[config.mk]
export PLATFORM = sky130hd
export DESIGN_NAME = beta_lsu_mem_ctrl
export DESIGN_NICKNAME = d
export VERILOG_FILES = /design/src/rtl/beta_exe_stage_pkg.sv /design/src/rtl/beta_lsu_pending_fifo.sv /design/src/rtl/beta_lsu_mem_ctrl.sv
export SDC_FILE = /design/constraint.sdc
export NUM_CORES = 1
export LEC_CHECK = 0
export BUFFER_PORTS_ARGS = -buffer_cell sky130_fd_sc_hd__buf_2
export CORE_MARGIN = 5
export CORE_UTILIZATION = 43
export CTS_CLUSTER_DIAMETER = 50
export DETAILED_ROUTE_END_ITERATION = 16
export PLACE_DENSITY_LB_ADDON = 0.1
export SYNTH_ARGS = -nofsm -noshare
export SYNTH_HDL_FRONTEND = slang
export SYNTH_SLANG_ARGS = --single-unit
export TNS_END_PERCENT = 10
[constraint.sdc]
create_clock -name clk_i -period 2.75 [get_ports clk_i]
set_clock_uncertainty 0.15 [all_clocks]
set_input_delay 0.275 -clock clk_i [delete_from_list [all_inputs] [get_ports clk_i]]
set_output_delay 0.275 -clock clk_i [all_outputs]
set_load 0.01 [all_outputs]
[src/rtl/beta_exe_stage_pkg.sv]
// Shared execute-stage types for the LSU memory controller: op/size encodings,
// controller state and the pending-response record.
package beta_exe_stage_pkg;

    localparam logic       MEM_LOAD_OP     = 1'b0;
    localparam logic       MEM_STORE_OP    = 1'b1;

    localparam logic [1:0] MEM_SIZE_WORD   = 2'b00;
    localparam logic [1:0] MEM_SIZE_HALF   = 2'b01;
    localparam logic [1:0] MEM_SIZE_BYTE   = 2'b10;
    localparam logic [1:0] MEM_SIZE_DOUBLE = 2'b11;

    typedef enum logic [1:0] {
        IDLE = 2'd0,
        WRDY = 2'd1,
        WVLD = 2'd2
    } lsu_state_t;

    // What the response path needs to format a returning beat.
    typedef struct packed {
        logic       op;
        logic [1:0] size;
        logic       uns;
        logic [2:0] off;
    } lsu_pending_t;

    // A 32-bit bus cannot carry a doubleword, so it degrades to a word access.
    function automatic logic [1:0] eff_size(input logic [1:0] size, input int dw);
        return (dw == 32 && size == MEM_SIZE_DOUBLE) ? MEM_SIZE_WORD : size;
    endfunction

    function automatic int unsigned size_bytes(input logic [1:0] size);
        case (size)
            MEM_SIZE_BYTE: return 1;
            MEM_SIZE_HALF: return 2;
            MEM_SIZE_WORD: return 4;
            default:       return 8;
        endcase
    endfunction

endpackage

[src/rtl/beta_lsu_pending_fifo.sv]
// In-order queue of issued-but-unanswered requests. Caller guarantees no push
// beyond DEPTH and no pop when empty.
module beta_lsu_pending_fifo #(
    parameter int  DEPTH = 2,
    parameter type T     = logic,
    localparam int PW    = (DEPTH > 1) ? $clog2(DEPTH) : 1,
    localparam int CW    = $clog2(DEPTH + 1)
) (
    input  logic          clk_i,
    input  logic          rst_n_i,
    input  logic          push_i,
    input  T              data_i,
    input  logic          pop_i,
    output T              data_o,
    output logic [CW-1:0] count_o
);

    T              mem_q [DEPTH];
    logic [PW-1:0] wptr_q, rptr_q;
    logic [CW-1:0] cnt_q;

    function automatic logic [PW-1:0] ptr_inc(input logic [PW-1:0] p);
        return (p == PW'(DEPTH - 1)) ? '0 : p + 1'b1;
    endfunction

    always_ff @(posedge clk_i or negedge rst_n_i) begin
        if (!rst_n_i) begin
            wptr_q <= '0;
            rptr_q <= '0;
            cnt_q  <= '0;
        end else begin
            if (push_i) wptr_q <= ptr_inc(wptr_q);
            if (pop_i)  rptr_q <= ptr_inc(rptr_q);
            cnt_q <= cnt_q + CW'(push_i) - CW'(pop_i);
        end
    end

    always_ff @(posedge clk_i) begin
        if (push_i) mem_q[wptr_q] <= data_i;
    end

    assign data_o  = mem_q[rptr_q];
    assign count_o = cnt_q;

endmodule

[src/rtl/beta_lsu_mem_ctrl.sv]
// LSU-to-data-memory controller: registers one request, issues it, tracks it in
// order, formats the response. Optional misaligned trap: BETA_LSU_MISALIGN_TRAP_EN.
module beta_lsu_mem_ctrl
    import beta_exe_stage_pkg::*;
#(
    parameter int DATA_WIDTH      = 32,
    parameter int ADDR_WIDTH      = 32,
    parameter int MAX_OUTSTANDING = 2
) (
    input  logic                    clk_i,
    input  logic                    rst_n_i,
    input  logic                    lsu_req_valid_i,
    output logic                    lsu_req_ready_o,
    input  logic                    lsu_op_i,
    input  logic [1:0]              lsu_size_i,
    input  logic                    lsu_unsigned_i,
    input  logic [ADDR_WIDTH-1:0]   lsu_addr_i,
    input  logic [DATA_WIDTH-1:0]   lsu_wdata_i,
    output logic                    lsu_rsp_valid_o,
    output logic [DATA_WIDTH-1:0]   lsu_rdata_o,
    output logic                    lsu_err_o,
    output logic                    lsu_busy_o,
    output logic                    dmem_req_valid_o,
    input  logic                    dmem_req_ready_i,
    output logic                    dmem_we_o,
    output logic [DATA_WIDTH/8-1:0] dmem_be_o,
    output logic [ADDR_WIDTH-1:0]   dmem_addr_o,
    output logic [DATA_WIDTH-1:0]   dmem_wdata_o,
    input  logic                    dmem_rsp_valid_i,
    input  logic [DATA_WIDTH-1:0]   dmem_rdata_i
);

    localparam int NB   = DATA_WIDTH / 8;
    localparam int OFFW = $clog2(NB);
    localparam int CW   = $clog2(MAX_OUTSTANDING + 1);

    lsu_state_t            state_q, state_d;
    lsu_pending_t          req_q, req_d, head;
    logic [ADDR_WIDTH-1:0] addr_q, addr_d;
    logic [NB-1:0]         be_q, be_d;
    logic [DATA_WIDTH-1:0] wdata_q, wdata_d;
    logic [CW-1:0]         count;
    logic [CW:0]           count_nxt;
    logic                  push, pop, slot_ok, accept, issue_acc, trap_rsp;

    logic [1:0]            in_size;
    logic [OFFW-1:0]       off_raw, off_mask, in_off;
    logic [7:0]            be_mask;
    logic [DATA_WIDTH-1:0] in_wdata;

    // Decode the incoming request into lane position and replicated data.
    always_comb begin
        in_size  = eff_size(lsu_size_i, DATA_WIDTH);
        off_raw  = lsu_addr_i[OFFW-1:0];
        off_mask = OFFW'(size_bytes(in_size) - 1);
        in_off   = off_raw & ~off_mask;
        case (in_size)
            MEM_SIZE_BYTE: begin be_mask = 8'h01; in_wdata = {NB{lsu_wdata_i[7:0]}}; end
            MEM_SIZE_HALF: begin be_mask = 8'h03; in_wdata = {(NB/2){lsu_wdata_i[15:0]}}; end
            MEM_SIZE_WORD: begin be_mask = 8'h0F; in_wdata = {(NB/4){lsu_wdata_i[31:0]}}; end
            default:       begin be_mask = 8'hFF; in_wdata = lsu_wdata_i; end
        endcase
    end

    assign push      = (state_q == WRDY) && dmem_req_ready_i;
    assign pop       = dmem_rsp_valid_i && (count != '0);
    assign count_nxt = {1'b0, count} + (CW+1)'(push) - (CW+1)'(pop);
    assign slot_ok   = ((state_q == IDLE) || push) && (count_nxt < (CW+1)'(MAX_OUTSTANDING));

`ifdef BETA_LSU_MISALIGN_TRAP_EN
    logic misal, trap_acc, err_q;

    // A misaligned request only enters an empty pipe so its error stays in order.
    assign misal           = (off_raw & off_mask) != '0;
    assign lsu_req_ready_o = rst_n_i && slot_ok &&
                             (!misal || (state_q == IDLE && count == '0));
    assign accept          = lsu_req_valid_i && lsu_req_ready_o;
    assign trap_acc        = accept && misal;
    assign issue_acc       = accept && !misal;

    always_ff @(posedge clk_i or negedge rst_n_i) begin
        if (!rst_n_i) err_q <= 1'b0;
        else          err_q <= trap_acc;
    end
    assign trap_rsp = err_q;
`else
    assign lsu_req_ready_o = rst_n_i && slot_ok;
    assign accept          = lsu_req_valid_i && lsu_req_ready_o;
    assign issue_acc       = accept;
    assign trap_rsp        = 1'b0;
`endif

    always_comb begin
        state_d = state_q;
        req_d   = req_q;
        addr_d  = addr_q;
        be_d    = be_q;
        wdata_d = wdata_q;
        if (issue_acc) begin
            req_d   = '{op: lsu_op_i, size: in_size, uns: lsu_unsigned_i, off: 3'(in_off)};
            addr_d  = {lsu_addr_i[ADDR_WIDTH-1:OFFW], {OFFW{1'b0}}};
            be_d    = NB'(be_mask) << in_off;
            wdata_d = in_wdata;
        end
        case (state_q)
            IDLE: if (issue_acc) state_d = WRDY;
            WRDY: begin
                if (push) begin
                    if (issue_acc)                                  state_d = WRDY;
                    else if (count_nxt == (CW+1)'(MAX_OUTSTANDING)) state_d = WVLD;
                    else                                            state_d = IDLE;
                end
            end
            WVLD: if (pop) state_d = IDLE;
            default: state_d = IDLE;
        endcase
    end

    always_ff @(posedge clk_i or negedge rst_n_i) begin
        if (!rst_n_i) begin
            state_q <= IDLE;
            req_q   <= '0;
            addr_q  <= '0;
            be_q    <= '0;
            wdata_q <= '0;
        end else begin
            state_q <= state_d;
            req_q   <= req_d;
            addr_q  <= addr_d;
            be_q    <= be_d;
            wdata_q <= wdata_d;
        end
    end

    beta_lsu_pending_fifo #(
        .DEPTH (MAX_OUTSTANDING),
        .T     (lsu_pending_t)
    ) u_pending (
        .clk_i   (clk_i),
        .rst_n_i (rst_n_i),
        .push_i  (push),
        .data_i  (req_q),
        .pop_i   (pop),
        .data_o  (head),
        .count_o (count)
    );

    assign dmem_req_valid_o = (state_q == WRDY);
    assign dmem_we_o        = (req_q.op == MEM_STORE_OP);
    assign dmem_be_o        = be_q;
    assign dmem_addr_o      = addr_q;
    assign dmem_wdata_o     = wdata_q;
    assign lsu_busy_o       = (state_q != IDLE) || (count != '0);
    assign lsu_rsp_valid_o  = pop || trap_rsp;
    assign lsu_err_o        = trap_rsp;

    logic [DATA_WIDTH-1:0] rd_sh, ld_mask, ld_ext;
    logic                  ld_sign;

    always_comb begin
        rd_sh = dmem_rdata_i >> {head.off, 3'b000};
        case (head.size)
            MEM_SIZE_BYTE: begin ld_mask = DATA_WIDTH'(8'hFF);         ld_sign = rd_sh[7];  end
            MEM_SIZE_HALF: begin ld_mask = DATA_WIDTH'(16'hFFFF);      ld_sign = rd_sh[15]; end
            MEM_SIZE_WORD: begin ld_mask = DATA_WIDTH'(32'hFFFF_FFFF); ld_sign = rd_sh[31]; end
            default:       begin ld_mask = '1; ld_sign = rd_sh[DATA_WIDTH-1]; end
        endcase
        ld_ext      = (rd_sh & ld_mask) | (~ld_mask & {DATA_WIDTH{ld_sign & ~head.uns}});
        lsu_rdata_o = (pop && head.op == MEM_LOAD_OP) ? ld_ext : '0;
    end

endmodule

Word level (Yosys, flattened, before mapping):

Memory sizes are Yosys's and may differ from the RTL's.
Cells that the tools add are included.

* add/sub/neg operators: 7
* $lt $le $gt $ge: 1
* equality and inequality tests: 11
* shift-type cells: 2
* multiplexer cells: 17
* bitwise operators: 9
* reduce and logical (&&, ||, !) cells: 13

Operators by type and width (count)
* $pmux 32 s2: 2
* $and 32x32->32: 2
* $mux 32: 1
* $not 32->32: 1
* $or 32x32->32: 1
* $shr 32x6->32: 1
* $mux 2: 6
* $pmux 2 s3: 2
* $pmux 4 s3: 1
* $eq 2x2->1 const B: 4
* $eq 2x1->1 const B: 3
* $logic_and 1x1->1: 6
* $logic_not 2->1: 2
* $mux 1: 4
* $ne 2x2->1 const B: 2
* $reduce_bool 2->1: 2
* $shl 4x2->4: 1
* $add 2x1->3: 1
* $eq 3x2->1 const B: 1
* $lt 3x2->1 const B: 1
* $reduce_and 3->1: 1
* $sub 3x1->3: 1
* $add 1x1->1 const B: 2
* $add 2x1->2: 1
* 9 further kinds: 11

* flip-flop bits (word level): 78
* bits in writable memories: 12
* bits of input ports: 105
* output and inout bits: 106
* logic and storage cells: 72
* memories kept: 1

Memories
* u_pending.mem_q: words 2, bits a word 6, rd ports 1, clocked after Yosys merged registers in 0, write ports 1, line beta_lsu_pending_fifo.sv:18 `T mem_q [DEPTH];`

Depth between registers and ports, before layout:

Gate-level depths: netlist of the first run.

* depth in word-level cells: 11
* depth in mapped cells: 13
* mapped depth without buffers: 11

By module:

Synthesis of the first run repeated with hierarchy kept, for this count alone.

* cell total of the unflattened synthesis: 433
* area, all modules: 4839.6 um^2

By module, submodules not included
* beta_lsu_mem_ctrl: instances 1, cells an instance 398, area an instance 4116.4 um^2, sequential area each 1851.8 um^2
* beta_lsu_pending_fifo: instances 1, cells an instance 35, area an instance 723.2 um^2, sequential area each 520.5 um^2

Worst setup path after synthesis of the first run:

No wires, ideal clock.

* path type: flip-flop to flip-flop
* from: register state_q[0]
* to: register addr_q[14], in the netlist dmem_addr_o[14]
* setup time: 125 ps
* arrival time: 2893 ps
* data required time: 2475 ps
* setup slack: -417 ps
* stages on the path, launching flop included: 13
* path buffers: 2
* period minus slack after synthesis: 3167 ps
* cells stage by stage: dfrtp_1 -> nor2b_1 -> nand2_1 -> inv_1 -> ha_1 -> inv_1 -> fa_1 -> xor2_1 -> a2111oi_2 -> nand2_1 -> buf_2 -> buf_6 -> mux2_2

* cells in the longest elaborated chain, start to end: 8
* elaborated cells on any way between the ends: 10
* classes of those cells: add/sub: 2; order compare: 1; eq/ne: 1; reduce/logical: 6

Ends and longest elaborated chain
* from (decl): line beta_lsu_mem_ctrl.sv:37 `lsu_state_t state_q, state_d;`
* from (signal assigned): line beta_lsu_mem_ctrl.sv:127 `state_q <= state_d;`
* $eq 2x1->1 *
* via dmem_req_valid_o: line beta_lsu_mem_ctrl.sv:23 `output logic dmem_req_valid_o,`
* $logic_and 1x1->1 *: line beta_lsu_mem_ctrl.sv:65 `assign push = (state_q == WRDY) && dmem_req_ready_i;`
* via push: line beta_lsu_mem_ctrl.sv:44 `logic push, pop, slot_ok, accept, issue_acc, trap_rsp;`
* $add 2x1->3: line beta_lsu_mem_ctrl.sv:67 `assign count_nxt = {1'b0, count} + (CW+1)'(push) - (CW+1)'(pop);`
* $sub 3x1->3: line beta_lsu_mem_ctrl.sv:67
* $lt 3x2->1: line beta_lsu_mem_ctrl.sv:68 `assign slot_ok = ((state_q == IDLE) || push) && (count_nxt < (CW+1)'(MAX_OUTSTANDING));`
* $logic_and 1x1->1 *: line beta_lsu_mem_ctrl.sv:68
* $logic_and 1x1->1 *: line beta_lsu_mem_ctrl.sv:87 `assign lsu_req_ready_o = rst_n_i && slot_ok;`
* via lsu_req_ready_o: line beta_lsu_mem_ctrl.sv:13 `output logic lsu_req_ready_o,`
* $logic_and 1x1->1 *: line beta_lsu_mem_ctrl.sv:88 `assign accept = lsu_req_valid_i && lsu_req_ready_o;`
* to (signal assigned): line beta_lsu_mem_ctrl.sv:129 `addr_q <= addr_d;`
* to (decl): line beta_lsu_mem_ctrl.sv:39 `logic [ADDR_WIDTH-1:0] addr_q, addr_d;`

The timed path passes the listed nets; every way through them passes the cells marked *.
A chain may end at the register's enable or synchronous reset.

Final worst setup path of the first run:

* from: register u_pending.rptr_q
* to: output lsu_rdata_o[21]

* cells in the longest elaborated chain, start to end: 7
* elaborated cells on any way between the ends: 15
* classes of those cells: eq/ne: 2; shift: 1; mux: 3; bitwise: 7; reduce/logical: 1; memory: 1

Ends and longest elaborated chain
* from (decl): line beta_lsu_pending_fifo.sv:19 `logic [PW-1:0] wptr_q, rptr_q;`
* from (signal assigned): line beta_lsu_pending_fifo.sv:33 `if (pop_i) rptr_q <= ptr_inc(rptr_q);`
* $mem_v2 2x6 *
* $shr 32x6->32, or another cell as far along: line beta_lsu_mem_ctrl.sv:161 `rd_sh = dmem_rdata_i >> {head.off, 3'b000};`
* $pmux 1 s2 or $pmux 32 s2 (tied branches): line beta_lsu_mem_ctrl.sv:162 `case (head.size)`
* $and 1x1->1 or $not 32->32 (tied branches): line beta_lsu_mem_ctrl.sv:168 `ld_ext = (rd_sh & ld_mask) | (~ld_mask & {DATA_WIDTH{ld_sign & ~head.uns}});`
* $and 32x32->32: line beta_lsu_mem_ctrl.sv:168
* $or 32x32->32: line beta_lsu_mem_ctrl.sv:168
* $mux 32 *: line beta_lsu_mem_ctrl.sv:169 `lsu_rdata_o = (pop && head.op == MEM_LOAD_OP) ? ld_ext : '0;`
* to (decl): line beta_lsu_mem_ctrl.sv:20 `output logic [DATA_WIDTH-1:0] lsu_rdata_o,`

Every way passes the cells marked *; elsewhere a longest branch is shown, timed or not.

==> results of run 1 <==
-- registers in the layout, summed over array words and instances (netlist names) --
register and cells:
dmem_wdata_o 32, dmem_addr_o 30, u_pending.mem_q 12, req_q 5
dmem_be_o 4, state_q 2, u_pending.count_o 2, dmem_we_o 1
u_pending.rptr_q 1, u_pending.wptr_q 1
-- kinds of logic after synthesis --
kind of cell               Yosys count  synth area share [%]
DFF                                 90                  49.4
and+or+nand+nor                    147                  13.4
xor gates and xnor gates             3                 0.561
muxes                               60                  14.1
other                                1                0.0801
buffers and inverters               45                  4.73
adders and majority gates            8                  2.30
AOI/OAI and AO/OA                  117                  15.5
-- report_power, final --
part           internal [mW]  switching (mW)  total [mW]
clock network          0.452           0.475       0.927
registers               1.92           0.292        2.21
logic                   1.53            1.64        3.16
-- stage by stage --
stage          hold slack (ns)  setup TNS (ns)  utilization [%]  instances
5_1_grt                 0.0268          -15.11             63.4        870
6_report                0.0500           -3.60             63.4        870
4_1_cts                 0.0247           -3.91             62.3        869
3_5_place_dp             0.307          -13.75             55.7        813
2_1_floorplan           -0.171           -8.51                -        473
3_3_place_gp             0.299           -3.74             55.7        813
-- path summary, 6_finish.rpt --
kind	from	end	slack (ns)
setup / recovery	u_pending.rptr_q	lsu_rdata_o[21]	-0.11
hold / removal	lsu_wdata_i[2]	dmem_wdata_o[2]	0.05
setup reg to reg	u_pending.count_o[0]	dmem_wdata_o[7]	-0.10
hold reg to reg	req_q[0]	u_pending.mem_q[1][0]	0.33
max in group asynchronous	rst_n_i	dmem_addr_o[31]	1.12
min in group asynchronous	rst_n_i	dmem_addr_o[5]	0.46
-- per-layer routing --
metal	global-route usage, %	vias to the layer above	wire length [um]
met5	0	-	13
met4	6.18	2	195
met3	8.09	20	1320
met2	34.9	162	6810
met1	26.2	2075	5350
li1	-	2151	-
-- cell type report --
class / instances / area [um^2]
clock inverter: 5 / 61.3
sequential: 90 / 2310
inverter: 11 / 43.8
multi-input combinational: 338 / 2360
timing repair buffer: 275 / 1720
tap: 140 / 175
fill: 937 / 3930
clock buffer: 11 / 141
-- placed cells by master, fill, tap and decap left out, drive strengths merged, types with 3 or more instances in the layout --
cell type	Yosys	final
nand2b	4	4
dfrtp	78	78
nand3	8	8
mux2	44	44
a21oi	26	26
edfxtp	12	12
conb	1	3
ha	7	7
nor2	31	31
a22oi	24	24
inv	11	13
dlygate4sd3	0	34
o21ai	50	50
nand2	87	87
buf	16	241
clkbuf	18	11
mux2i	16	16
nor2b	3	3
a311oi	7	7
nor3	4	4
-- timing repair --
action,CTS,global route
setup endpoints to repair,98,99
hold endpoints to repair,75,0
hold buffers,34,0
pin swaps,7,8
resized for setup,29,33
setup buffers,6,1
==> out/results.tsv, run 1 <==
metric	value	unit
core_area	0.0107	mm^2
violations	setup timing	
synth_async_sr_flop_share	86.7	%
syn_to_final_growth	45.5	%
ys_seq_elements	90	
final_max_slew_viol_count	0	
critical_path_buf_inv_count	3	
synth.yosys.warnings	0	
cts_buffers	9	
portBuffers	207	
layout.nets	838	
antennaDiodeCount	0	
antenna_found_initial	1	
relSlewSlack	58.3	%
row_count	38	
drc_errors	0	
worst-setup-path-type	register to primary output	
syn-instance-count	471	
synth_edf_count	12	
dp_slack	-0.241	ns
r2r.worst_path.cells	11	
stdcell_area	0.00681	mm^2
final.min_clock_period	2.86	ns
crit_slowest_cell	dfrtp_1	
drtIter0Drc	278	
setup_slack	-0.112	ns
synthDistinctLibCells	44	
yosysSeqAreaShare	49.4	%
path_max_fanout	9	
clock.fmax	349	MHz
die_w	114	um
critPathLaunchType	register	
cp.depth	9	
clock_latency	0.36	ns
synth.most_common_cell	nand2_1	
cellLeakagePower	3.34	nW
worstHoldPathCells	2	
max_stage_delay	0.41	ns
grt-ovfl-total	0	
place_area	0.00599	mm^2
dieArea	0.0131	mm^2
routedWlPerCell	15.7	um
grt_pass1_vias	4545	
synth_top_cell_area_share	41.7	%
vdd.ir_drop.worst	0.530	mV
power	6.31	mW
drtAntennaViolNets	0	
first_pass_iters	5	
cp-end-kind	primary output	
yosys-top-cells-area	dfrtp_1 42%, mux2_2 11%, edfxtp_1 7.7%	
cp_top_family	simple AND/OR/NAND/NOR gates	
clock_path_buffers	2	
maxCapViolations	0	
vias	4410	
htreeDepth	3	
tightest_slew	0.623	ns
cts_root_buffer	clkbuf_8	
fin_crit_sh	104	%
cpMostUsedCell	buf_6	
dp_hpwl	10.1	mm
io_pins	211	
die_h	114	um
finalSetupViolations	50	
clk_pin_slew	0.09	ns
vias_per_cell	5.07	
syn-mean-instance-area	9.95	um^2
synth_area	0.00468	mm^2
grt_max_degree	81	
synth_top_area_cell	dfrtp_1	
cp.arrival	2.44	ns
drive_gt1_share	46.4	%
start_util	43.6	%
cts_tree	yes	
cts_num_sinks	90	
hp-class	input port to register	
status	complete, but fails checks	
track_usage	21.3	%
grt_pass1_wl	22.3	mm
powerDensity	925	mW/mm^2
hold_viol	0	
wirelength	13.7	mm
critPathRequiredTime	2.33	ns
synth_common_cells	87 x nand2_1, 78 x dfrtp_1, 50 x o21ai_0	
synthFlopType	dfrtp_1	
worstPathCellList	buf_6 > mux2i_4 > ha_4 > nand3b_1 > nor3_2 > nor4_4 > buf_6 > a21oi_1 > buf_2	
grt_setup_unrepaired	yes	
gp_congestion	0.845	
Note: power is estimated with default switching activity, not from simulation.
==> run 2: changes to the inputs <==
--- a/config.mk
+++ b/config.mk
@@ -11,6 +11,7 @@
 export CTS_CLUSTER_DIAMETER = 50
 export DETAILED_ROUTE_END_ITERATION = 16
 export PLACE_DENSITY_LB_ADDON = 0.1
+export SKIP_CTS_REPAIR_TIMING = 1
 export SYNTH_ARGS = -nofsm -noshare
 export SYNTH_HDL_FRONTEND = slang
 export SYNTH_SLANG_ARGS = --single-unit
==> run 2 against run 1 <==
Effect of this change: worst hold slack worse by 0.038 ns; clock power about the same; critical path depth did not move; final cell count is 0.57% lower; highest routed layer unchanged; wire length is 0.75% lower; the flow still finishes with violations (setup timing).
==> out/results.tsv, run 2 (synthesis results as in run 1) <==
metric	value	unit
status	complete, but fails checks	
violations	setup timing	
dp_slack	-0.241	ns
vdd.ir_drop.worst	0.531	mV
critPathLaunchType	register	
clk_pin_slew	0.09	ns
hold_ws	0.0117	ns
worst-setup-path-type	register to primary output	
gp_congestion	0.845	
tightest_slew	0.623	ns
clock_path_buffers	2	
track_usage	20.4	%
critPathRequiredTime	2.33	ns
drtIter0Drc	248	
drc_errors	0	
cellLeakagePower	3.31	nW
dieArea	0.0131	mm^2
io_pins	211	
final.min_clock_period	2.90	ns
powerDensity	926	mW/mm^2
cp-end-kind	primary output	
hp-class	input port to register	
layout_commonest_cell	buf_2	
dp_hpwl	10.1	mm
final_max_slew_viol_count	0	
row_count	38	
clock_latency	0.36	ns
relSlewSlack	58.3	%
drtAntennaViolNets	0	
cp.arrival	2.47	ns
finalSetupViolations	91	
cts_buffers	9	
core_area	0.0107	mm^2
drive_gt1_share	44.3	%
final_cell_mix	206 x buf_2, 84 x nand2_1, 78 x dfrtp_1, 47 x o21ai_0, 44 x mux2_2	
htreeDepth	3	
start_util	43.6	%
antenna_found_initial	1	
grt_max_degree	81	
layout.nets	833	
die_w	114	um
maxCapViolations	0	
grt_pass1_wl	21.3	mm
clock.fmax	345	MHz
vias_per_cell	5.05	
fin_crit_sh	105	%
nFillCells	972	
power	6.15	mW
hold_viol	0	
path_max_fanout	4	
fin_util	61.8	%
worstHoldPathCells	2	
cts_num_sinks	90	
grt-ovfl-total	0	
grt_pass1_vias	4347	
first_pass_iters	7	
largest_reg_flops	32	
cts_tree	yes	
cts_root_buffer	clkbuf_8	
portBuffers	207	
setup_slack	-0.148	ns
grt_setup_unrepaired	yes	
die_h	114	um
r2r.worst_path.cells	11	
wirelength	13.6	mm
syn_to_final_growth	41.7	%
routedWlPerCell	15.7	um
vias	4368	
antennaDiodeCount	0	
run 2: cell count changes in the layout (fill, tap and decap cells not counted), moves of 4 or more:
cell	before	now
nor2_1	25	31
buf_6	14	2
buf_4	22	28
o21ai_0	43	47
run 2: worst paths after layout:
path	slack, ns	endpoint	from
worst min register to register	0.32	u_pending.mem_q[1][0]	req_q[0]
max in group asynchronous	1.12	req_q[0]	rst_n_i
worst max register to register	-0.14	dmem_wdata_o[7]	u_pending.count_o[0]
worst min-delay path	0.01	state_q[0]	dmem_req_ready_i
worst max-delay path	-0.15	lsu_req_ready_o	u_pending.count_o[0]
min in group asynchronous	0.46	dmem_addr_o[4]	rst_n_i
run 2: critical path, stage by stage, from the launching register on:
cell and delay, ns:
dfrtp_1 0.42, buf_4 0.15, mux2i_1 0.15, ha_1 0.16, inv_1 0.05, fa_2 0.35, xor2_2 0.21, a2111oi_4 0.35
buf_4 0.17, buf_2 0.12
run 2: area by class of cell:
type	instances	area (um^2)	share of cell area [%]
multi-input cells	338	2280	34.4
inverters	11	41.3	0.622
clock inverters	5	61.3	0.923
clock buffers	11	141	2.13
well taps	140	175	2.64
flip-flops and latches	90	2310	34.8
repair buffers	270	1620	24.5
run 2: power by group:
| group | leakage [nW] | switching [mW] | internal (mW) |
|---|---|---|---|
| logic | 2.13 | 1.58 | 1.43 |
| registers | 1.08 | 0.287 | 1.92 |
| clock network | 0.104 | 0.473 | 0.452 |
| total | 3.31 | 2.34 | 3.81 |
run 2: routing by layer:
metal	wire, um	vias up	GRT usage [%]
met5	13	-	0
met4	154	2	5.70
met3	1220	16	7.77
met2	6780	155	33.1
met1	5420	2054	25.5
li1	-	2141	-
run 2: metrics by stage:
stage	cells	cell area (um^2)	setup TNS, ns
after floorplan	473	4720	-8.51
after global placement	813	5990	-3.74
after detailed placement	813	5990	-13.75
after CTS	829	6190	-23.97
after global routing	865	6640	-19.49
final	865	6640	-6.83
